`src/rtl/sparkle_sequencer_pkg.sv`:
```
// Shared constants and state encoding for the sparkle sprite sequencer,
// also consumed by the ROM init tooling and the VGA sprite placement logic.
package sparkle_pkg;

  typedef enum logic [1:0] {
    IDLE  = 2'd0,
    PLAY  = 2'd1,
    PAUSE = 2'd2
  } state_t;

  localparam int SPARKLE_FRAME_PIXELS = 400;
  localparam int SPARKLE_NUM_FRAMES   = 4;

  // Width of a frame index; never zero so a single-frame build still elaborates.
  function automatic int frame_w(input int n);
    return (n > 1) ? $clog2(n) : 1;
  endfunction

endpackage

```
`src/rtl/sparkle_sequencer_if.sv`:
```
// Pixel-pipeline / ROM side of the sparkle sequencer, plus the FSM state for observation.
interface sparkle_sequencer_if #(
  parameter int ADDR_W  = 12,
  parameter int FRAME_W = 2
) ();
  import sparkle_pkg::*;

  // Strobe protocol: there is no ready/backpressure. sparkle is meaningful only
  // in a cycle where sparkle_valid is high and must be consumed that cycle;
  // rom_q must carry the bit for rom_addr exactly ROM_LAT cycles later.
  logic              sparkle_here;
  logic [ADDR_W-1:0] sparkle_pixel;
  logic              trigger;
  logic              loop_mode;
  logic [ADDR_W-1:0] rom_addr;
  logic              rom_q;
  logic              sparkle;
  logic              sparkle_valid;
  logic [FRAME_W-1:0] frame_idx;
  logic              busy;
  logic              done;
  state_t            state;

  modport master (
    output sparkle_here, sparkle_pixel, trigger, loop_mode, rom_q,
    input  rom_addr, sparkle, sparkle_valid, frame_idx, busy, done, state
  );

  modport slave (
    input  sparkle_here, sparkle_pixel, trigger, loop_mode, rom_q,
    output rom_addr, sparkle, sparkle_valid, frame_idx, busy, done, state
  );

endinterface

```
`src/rtl/sparkle_sequencer_valid_pipe.sv`:
```
// Delay line for the pixel-valid bit so it lines up with the ROM data return.
module sparkle_valid_pipe #(
  parameter int DEPTH = 2
) (
  input  logic clk,
  input  logic reset,
  input  logic d,
  output logic q
);

  if (DEPTH < 2) begin : g_bad_depth
    $error("sparkle_valid_pipe: DEPTH must be at least 2");
  end

  logic [DEPTH-1:0] sr;

  always_ff @(posedge clk) begin
    if (reset) begin
      sr <= '0;
    end else begin
      sr <= {sr[DEPTH-2:0], d};
    end
  end

  assign q = sr[DEPTH-1];

endmodule

```
`src/rtl/sparkle_sequencer.sv`:
```
// Steps the sparkle animation through its frames on a tick period and forms
// sprite ROM addresses, returning the ROM bit with an aligned valid strobe.
module sparkle_sequencer
  import sparkle_pkg::*;
#(
  parameter int FRAME_PIXELS = SPARKLE_FRAME_PIXELS,
  parameter int NUM_FRAMES   = SPARKLE_NUM_FRAMES,
  parameter int FRAME_TICKS  = 50_000_000,
  parameter int ADDR_W       = 12,
  parameter int CNT_W        = 32,
  parameter int ROM_LAT      = 1
) (
  input  logic         clk,
  input  logic         reset,
  sparkle_sequencer_if.slave bus
);

  localparam int FRAME_W = frame_w(NUM_FRAMES);
  localparam logic [CNT_W-1:0]   TICK_LAST  = CNT_W'(FRAME_TICKS - 1);
  localparam logic [FRAME_W-1:0] FRAME_LAST = FRAME_W'(NUM_FRAMES - 1);
  localparam logic [ADDR_W-1:0]  PIX_STEP   = ADDR_W'(FRAME_PIXELS);
  localparam logic [ADDR_W:0]    PIX_LIMIT  = (ADDR_W+1)'(FRAME_PIXELS);

  if (FRAME_TICKS < 2) begin : g_bad_ticks
    $error("sparkle_sequencer: FRAME_TICKS must be >= 2");
  end
  if (64'(NUM_FRAMES) * 64'(FRAME_PIXELS) > (64'(1) << ADDR_W)) begin : g_bad_addr
    $error("sparkle_sequencer: sprite frames do not fit in ADDR_W");
  end
  if (ROM_LAT < 1 || ROM_LAT > 2) begin : g_bad_lat
    $error("sparkle_sequencer: ROM_LAT must be 1 or 2");
  end

  state_t             state_q, state_d;
  logic [CNT_W-1:0]   tick_q, tick_d;
  logic [FRAME_W-1:0] frame_q, frame_d;
  logic               done_q, done_d;
  logic [ADDR_W-1:0]  addr_q;
  logic [ADDR_W-1:0]  base;
  logic               busy;
  logic               v0;
  logic               valid;

  always_ff @(posedge clk) begin
    if (reset) begin
      state_q <= IDLE;
      tick_q  <= '0;
      frame_q <= '0;
      done_q  <= 1'b0;
    end else begin
      state_q <= state_d;
      tick_q  <= tick_d;
      frame_q <= frame_d;
      done_q  <= done_d;
    end
  end

  // A trigger always wins: it restarts at frame 0 even on a frame-step cycle
  // and suppresses the done pulse that step would otherwise produce.
  always_comb begin
    state_d = state_q;
    tick_d  = tick_q;
    frame_d = frame_q;
    done_d  = 1'b0;
    case (state_q)
      IDLE: begin
        if (bus.trigger || (bus.loop_mode && bus.sparkle_here)) begin
          state_d = PLAY;
          tick_d  = '0;
          frame_d = '0;
        end
      end
      PLAY: begin
        if (bus.trigger) begin
          tick_d  = '0;
          frame_d = '0;
        end else if (!bus.sparkle_here) begin
          state_d = PAUSE;
        end else if (tick_q == TICK_LAST) begin
          tick_d = '0;
          if (frame_q == FRAME_LAST) begin
            frame_d = '0;
            if (!bus.loop_mode) begin
              state_d = IDLE;
              done_d  = 1'b1;
            end
          end else begin
            frame_d = frame_q + 1'b1;
          end
        end else begin
          tick_d = tick_q + 1'b1;
        end
      end
      PAUSE: begin
        if (bus.trigger) begin
          state_d = PLAY;
          tick_d  = '0;
          frame_d = '0;
        end else if (bus.sparkle_here) begin
          state_d = PLAY;
        end
      end
      default: begin
        state_d = IDLE;
        tick_d  = '0;
        frame_d = '0;
      end
    endcase
  end

  assign busy = (state_q != IDLE);
  assign base = ADDR_W'(frame_q) * PIX_STEP;

  always_ff @(posedge clk) begin
    if (reset) begin
      addr_q <= '0;
    end else begin
      addr_q <= base + bus.sparkle_pixel;
    end
  end

  assign v0 = bus.sparkle_here & busy & ({1'b0, bus.sparkle_pixel} < PIX_LIMIT);

  sparkle_valid_pipe #(
    .DEPTH(ROM_LAT + 1)
  ) u_valid_pipe (
    .clk  (clk),
    .reset(reset),
    .d    (v0),
    .q    (valid)
  );

  assign bus.rom_addr      = addr_q;
  assign bus.sparkle_valid = valid;
  assign bus.sparkle       = bus.rom_q & valid;
  assign bus.frame_idx     = frame_q;
  assign bus.busy          = busy;
  assign bus.done          = done_q;
  assign bus.state         = state_q;

endmodule
```
`src/flat_wrapper.sv`:
```
// flat-port wrapper written by rule: the top's interface ports become plain ports
module sparkle_sequencer_flat import sparkle_pkg::*;
#(
  parameter int FRAME_PIXELS = SPARKLE_FRAME_PIXELS,
  parameter int NUM_FRAMES   = SPARKLE_NUM_FRAMES,
  parameter int FRAME_TICKS  = 50_000_000,
  parameter int ADDR_W       = 12,
  parameter int CNT_W        = 32,
  parameter int ROM_LAT      = 1
)
  (clk, reset, bus_sparkle_here, bus_sparkle_pixel, bus_trigger, bus_loop_mode, bus_rom_q, bus_rom_addr, bus_sparkle, bus_sparkle_valid, bus_frame_idx, bus_busy, bus_done, bus_state);
  sparkle_sequencer_if #(.ADDR_W(ADDR_W)) bus_i ();
  input  logic clk;
  input  logic reset;
  input wire logic [$bits(bus_i.sparkle_here)-1:0] bus_sparkle_here;
  input wire logic [$bits(bus_i.sparkle_pixel)-1:0] bus_sparkle_pixel;
  input wire logic [$bits(bus_i.trigger)-1:0] bus_trigger;
  input wire logic [$bits(bus_i.loop_mode)-1:0] bus_loop_mode;
  input wire logic [$bits(bus_i.rom_q)-1:0] bus_rom_q;
  output wire logic [$bits(bus_i.rom_addr)-1:0] bus_rom_addr;
  output wire logic [$bits(bus_i.sparkle)-1:0] bus_sparkle;
  output wire logic [$bits(bus_i.sparkle_valid)-1:0] bus_sparkle_valid;
  output wire logic [$bits(bus_i.frame_idx)-1:0] bus_frame_idx;
  output wire logic [$bits(bus_i.busy)-1:0] bus_busy;
  output wire logic [$bits(bus_i.done)-1:0] bus_done;
  output wire logic [$bits(bus_i.state)-1:0] bus_state;
  assign bus_i.sparkle_here = bus_sparkle_here;
  assign bus_i.sparkle_pixel = bus_sparkle_pixel;
  assign bus_i.trigger = bus_trigger;
  assign bus_i.loop_mode = bus_loop_mode;
  assign bus_i.rom_q = bus_rom_q;
  assign bus_rom_addr = bus_i.rom_addr;
  assign bus_sparkle = bus_i.sparkle;
  assign bus_sparkle_valid = bus_i.sparkle_valid;
  assign bus_frame_idx = bus_i.frame_idx;
  assign bus_busy = bus_i.busy;
  assign bus_done = bus_i.done;
  assign bus_state = bus_i.state;
  sparkle_sequencer #(.FRAME_PIXELS(FRAME_PIXELS), .NUM_FRAMES(NUM_FRAMES), .FRAME_TICKS(FRAME_TICKS), .ADDR_W(ADDR_W), .CNT_W(CNT_W), .ROM_LAT(ROM_LAT)) u_core (.clk(clk), .reset(reset), .bus(bus_i));
endmodule
```
`config.mk`:
```
export PLATFORM = sky130hd
export DESIGN_NAME = sparkle_sequencer_flat
export DESIGN_NICKNAME = d
export VERILOG_FILES = /design/src/rtl/sparkle_sequencer_pkg.sv /design/src/rtl/sparkle_sequencer_if.sv /design/src/rtl/sparkle_sequencer_valid_pipe.sv /design/src/rtl/sparkle_sequencer.sv /design/src/flat_wrapper.sv
export SDC_FILE = /design/constraint.sdc
export NUM_CORES = 1
export LEC_CHECK = 0
export BUFFER_PORTS_ARGS = -buffer_cell sky130_fd_sc_hd__buf_2
export CAP_MARGIN = 0
export CORE_MARGIN = 8
export CORE_UTILIZATION = 40
export DETAILED_ROUTE_END_ITERATION = 10
export PLACE_DENSITY = 0.6
export SKIP_CTS_REPAIR_TIMING = 1
export SYNTH_ARGS = -nofsm -noshare
export SYNTH_HDL_FRONTEND = slang
export SYNTH_SLANG_ARGS = --single-unit
```
`constraint.sdc`:
```
create_clock -name clk -period 2.7 [get_ports clk]
set_input_delay 0.135 -clock clk [delete_from_list [all_inputs] [get_ports clk]]
set_output_delay 0.135 -clock clk [all_outputs]
set_load 0.05 [all_outputs]
```
# After elaboration in Yosys (flattened, before gate mapping)
# Index checks and enable logic that the tools add are counted.
# op_classes
add_sub_neg	3
n_mul	1
magnitude_cmp	1
eq_ne	13
n_mux	23
n_bitwise	7
reduce_logical	8
# op_table
op	count
$mux 32	5
$pmux 32 s3	1
$add 32x1->32 const B	1
$eq 32x26->1 const B	1
$mux 2	14
$add 11x12->12	1
$lt 12x9->1 const B	1
$pmux 2 s3	2
$ne 3x2->1 const B	3
$ne 3x3->1 const B	3
$mul 2x5->7 const B	1
$reduce_and 6->1	1
$reduce_or 6->1	1
$eq 2x2->1 const B	2
$ne 2x2->1 const B	2
$not 1->1	4
$reduce_and 4->1	1
$and 1x1->1	3
$reduce_and 3->1	1
$add 2x1->2 const B	1
$eq 2x1->1 const B	1
$logic_not 2->1	1
$ne 2x1->1 const B	1
$reduce_bool 2->1	1
other kinds (3)	3
# totals
reg_bits	51
in_bits	18
output_inout_bits	20
wordCells	62

# Logic depth before layout (Yosys ltp)
# logic_depth
ltp_word	6
mapped_depth	8
depth_no_buf	8

# Hierarchy
# A second synthesis with hierarchy kept.
# hier_totals
cells_unflattened	306
area_unflattened_um2	2653.8
# modules_own_cells
mod	instances	cells_each	area_each_um2
sparkle_sequencer	1	302	2601.2
sparkle_valid_pipe	1	4	52.6

# Worst setup path after synthesis
# No wires, ideal clock.
# synth_timing
path_type	register to register
from	reg u_core.frame_q[0] (netlist: u_core.bus.frame_idx[0])
to	reg u_core.addr_q[10] (netlist: u_core.bus.rom_addr[10])
setup_ns	0.116
t_arrival_ns	2.191
t_required_ns	2.584
path_slack_ns	0.394
path_stages_with_launch	9
path_buffers	0
period_less_slack_ns	2.306
cell_sequence	dfxtp_1 inv_1 ha_1 inv_1 ha_1 o21a_1 o21a_1 or3_1 and3b_1
# synth_between
elab_chain_len	2
# synth_rtl
item	line	text
from (decl)	sparkle_sequencer.sv:36	logic [FRAME_W-1:0] frame_q, frame_d;
from (signal assigned)	sparkle_sequencer.sv:53	frame_q <= frame_d;
$mul 2x5->7	sparkle_sequencer.sv:112	assign base = ADDR_W'(frame_q) * PIX_STEP;
$add 11x12->12	sparkle_sequencer.sv:118	addr_q <= base + bus.sparkle_pixel;
to (signal assigned)	sparkle_sequencer.sv:118	
to (decl)	sparkle_sequencer.sv:38	logic [ADDR_W-1:0] addr_q;
# No other way between the ends.
# A chain may end at the register's enable or synchronous reset.

# Worst setup path in the final report
# layout_timing
from	reg u_core.tick_q[7]
to	reg u_core.tick_q[25]
# layout_between
elab_chain_len	5
elab_cells_between_ends	6
# layout_rtl
item	line	text
from (decl)	sparkle_sequencer.sv:35	logic [CNT_W-1:0] tick_q, tick_d;
from (signal assigned)	sparkle_sequencer.sv:52	tick_q <= tick_d;
$add 32x1->32 or $eq 32x26->1 (tied branches)	sparkle_sequencer.sv:91, sparkle_sequencer.sv:79	
$mux 32 (*)	sparkle_sequencer.sv:79	end else if (tick_q == TICK_LAST) begin
$mux 32 (*)	sparkle_sequencer.sv:77	end else if (!bus.sparkle_here) begin
$mux 32 (*)	sparkle_sequencer.sv:74	if (bus.trigger) begin
$pmux 32 s3 (*)	sparkle_sequencer.sv:65	case (state_q)
# Every way passes the cells marked *; elsewhere a longest branch is shown, timed or not. The select of a mux whose other input is x is not followed.

==> impl_metrics.json <==
{
  "outcome": "finished clean",
  "rsz0062_at_grt": "false",
  "clockPowerShare_pct": 33.2,
  "finalClockSkew_ps": 12.8,
  "drv_cap": 0,
  "io_buffers": 37,
  "vias": 2122,
  "die_x_um": 95.0,
  "drcViolationCount": 0,
  "min_period_ps": 2210,
  "drt-total-wl_um": 5450,
  "syn2layout_area_growth_pct": 13.8,
  "crit_arrival_ps": 2460,
  "grt_util_all_layers_pct": 13.1,
  "yosys_register_bits": 51,
  "avgViaCountPerCell": 5.32,
  "htree_levels": 2,
  "worst_pin_slew_ps": 570,
  "clockBufferDepth": 2,
  "place.gp.congestion": 0.763,
  "insertion_delay_ps": 310,
  "hold_violations": 0,
  "synth_cell_types": 45,
  "root_buffer": "clkbuf_8",
  "cts_sinks": 51,
  "final_layout_size_suffix_gt1_share_pct": 15.7,
  "ios": 38,
  "crit_type": "reg -> reg",
  "grt_max_degree": 28,
  "critPathRequiredTime_ps": 2950,
  "fmax_mhz": 453,
  "end_kind": "flip-flop",
  "fin_crit_sh_pct": 81.7,
  "cp-start-kind": "flip-flop",
  "p_leak_nw": 1.04,
  "r2r-end": "u_core.tick_q[25]",
  "p_int_w": 0.00102,
  "tritoncts": "yes",
  "pwr-share-comb_pct": 11.0,
  "slew_headroom_pct": 61.7,
  "setup_slack_ps": 493,
  "setup_tns_ps": 0,
  "dpl_worst_slack_ps": 522,
  "dpl.hpwl_um": 4080,
  "ant_nets": 0,
  "synth_nets": 319,
  "power_density_mw_per_mm2": 487,
  "synth_flop_cell": "dfxtp_1",
  "post-route-util_pct": 47.5,
  "power.share.sequential_pct": 55.8,
  "reg2reg_from": "u_core.tick_q[7]",
  "synth_area_per_cell_um2": 8.62,
  "drtPass1Iterations": 4,
  "ys_warn_count": 0,
  "synth_edf_count": 0,
  "die_h_um": 95.0,
  "antenna_found_initial": 0,
  "startpoint": "u_core.tick_q[7]",
  "final-setup-viol-count": 0,
  "grt_remaining_overflow": 0,
  "crit_path_max_fanout": 8,
  "grt_pass1_vias": 2097,
  "rr_worst_depth": 5,
  "hp-class": "in -> reg",
  "start_util_pct": 41.7,
  "die-area_mm2": 0.00903,
  "grt_pass1_wl_um": 9670,
  "numCtsBuffers": 5,
  "synth_cells": 290,
  "wl_per_cell_um": 13.7,
  "coreArea_mm2": 0.00599,
  "rows": 28,
  "nets": 352,
  "synthArstFlopShare_pct": 0,
  "hold_slack_ps": 31.4,
  "insertedDiodeCount": 0,
  "first_iter_violations": 88,
  "switching_share_pct": 26.2,
  "clkTransAtPathRegs_ps": 100,
  "ff2ff_setup_slack_ps": 490,
  "critPathCapture": "u_core.tick_q[25]",
  "power.switching_w": 0.000363,
  "yosysSeqAreaShare_pct": 40.9,
  "syn_area_mm2": 0.00250,
  "ir_drop_uv": 266,
  "drv_slew": 0
}
==> critical path: stages, from the launching register on <==
cell,delay [ps]
dfxtp_1,440
nand3_2,190
or3_4,400
or4_1,630
or3_1,350
a21oi_1,140
==> worst min-delay path by stage <==
stage	startpoint	to	slack [ps]	depth (start not counted)
2_1_floorplan	bus_loop_mode	u_core.bus.done	210	1
3_3_place_gp	bus_sparkle_pixel[0]	u_core.bus.rom_addr[0]	350	2
4_1_cts	bus_sparkle_here	u_core.bus.state[1]	20	2
3_5_place_dp	bus_loop_mode	u_core.bus.done	350	2
5_1_grt	bus_sparkle_here	u_core.bus.state[1]	10	2
6_report	bus_loop_mode	u_core.bus.done	30	2
==> per-stage QoR <==
| step | power, W | instances | area [um^2] |
|---|---|---|---|
| 2_1_floorplan | 0.000896 | 290 | 2500 |
| 3_3_place_gp | 0.000944 | 391 | 2750 |
| 3_5_place_dp | 0.000945 | 391 | 2750 |
| 4_1_cts | 0.00141 | 399 | 2840 |
| 5_1_grt | 0.00146 | 399 | 2840 |
| 6_report | 0.00139 | 399 | 2840 |
==> cells in the final DEF, fill, tap and decap left out, types with 8 or more instances in the layout <==
master   count
nor2b_1      8
buf_2       37
nor4_1      10
o21ai_0     12
or3_1       10
xor2_1      11
nand2_1     14
xnor2_1     13
nor2_1      36
dfxtp_1     51
inv_1       11
nand4_1     13
nand3_1      9
a21oi_1     14
ha_1        10
==> flip-flops by register name, indices dropped and copies added, names as in the netlist <==
register / cells
u_core.bus.done: 1
u_core.bus.frame_idx: 2
u_core.tick_q: 32
u_core.u_valid_pipe.sr: 2
u_core.bus.rom_addr: 12
u_core.bus.state: 2
==> final cells by class <==
| type | count | area (um^2) |
|---|---|---|
| well taps | 75 | 93.8 |
| inverters | 11 | 41.3 |
| flip-flops and latches | 51 | 1020 |
| repair buffers | 39 | 213 |
| clock buffers | 7 | 86.3 |
| multi-input cells | 215 | 1380 |
| fillers | 587 | 3150 |
| clock inverters | 1 | 8.76 |
==> power groups by stage <==
stage               Clock, W  Sequential [W]  Combinational, W
floorplan                  0        0.000829         0.0000667
global placement           0        0.000791          0.000153
detailed placement         0        0.000791          0.000154
CTS                 0.000482        0.000774          0.000155
global route        0.000515        0.000776          0.000164
finish              0.000460        0.000774          0.000152
==> layer usage <==
metal / vias up / wire [um] / track usage, %
met5: - / 0 / 0
met4: 0 / 74 / 4.29
met3: 8 / 230 / 3.54
met2: 33 / 2470 / 21.0
met1: 980 / 2680 / 16.8
li1: 1101 / - / -
==> cells in the mapped netlist (2+ instances only) <==
cell | n | area [um^2]
o31ai_1 | 2 | 15.0
xor2_1 | 11 | 96.3
o311ai_0 | 2 | 17.5
xnor2_1 | 13 | 114
inv_1 | 11 | 41.3
o31a_1 | 2 | 17.5
nor3_1 | 7 | 35.0
nand2_1 | 14 | 52.6
or4_1 | 2 | 15.0
o21ai_0 | 12 | 60.1
clkbuf_1 | 9 | 33.8
and4_1 | 5 | 43.8
nor2b_1 | 8 | 50.1
nor2_1 | 36 | 135
clkbuf_2 | 2 | 10.0
a211oi_1 | 2 | 15.0
or3_1 | 10 | 62.6
nand4_1 | 13 | 81.3
nor4_1 | 10 | 62.6
o311a_1 | 2 | 20.0
nand3_1 | 9 | 45.0
nor4b_1 | 3 | 26.3
and2_1 | 7 | 43.8
a21oi_1 | 14 | 70.1
a31oi_1 | 2 | 12.5
dfxtp_1 | 51 | 1020
ha_1 | 10 | 125
nor3b_1 | 2 | 15.0
o21a_1 | 2 | 15.0
and3b_1 | 2 | 17.5
==> logic make-up after synthesis <==
| logic type | Yosys count | synth area share [%] |
|---|---|---|
| compound gates | 43 | 10.6 |
| xor+xnor | 24 | 8.41 |
| fa+ha+maj | 11 | 5.81 |
| buf+inv | 24 | 3.91 |
| flops | 51 | 40.9 |
| simple gates | 137 | 30.4 |
No activity file was read; power rests on OpenSTA's default activity.
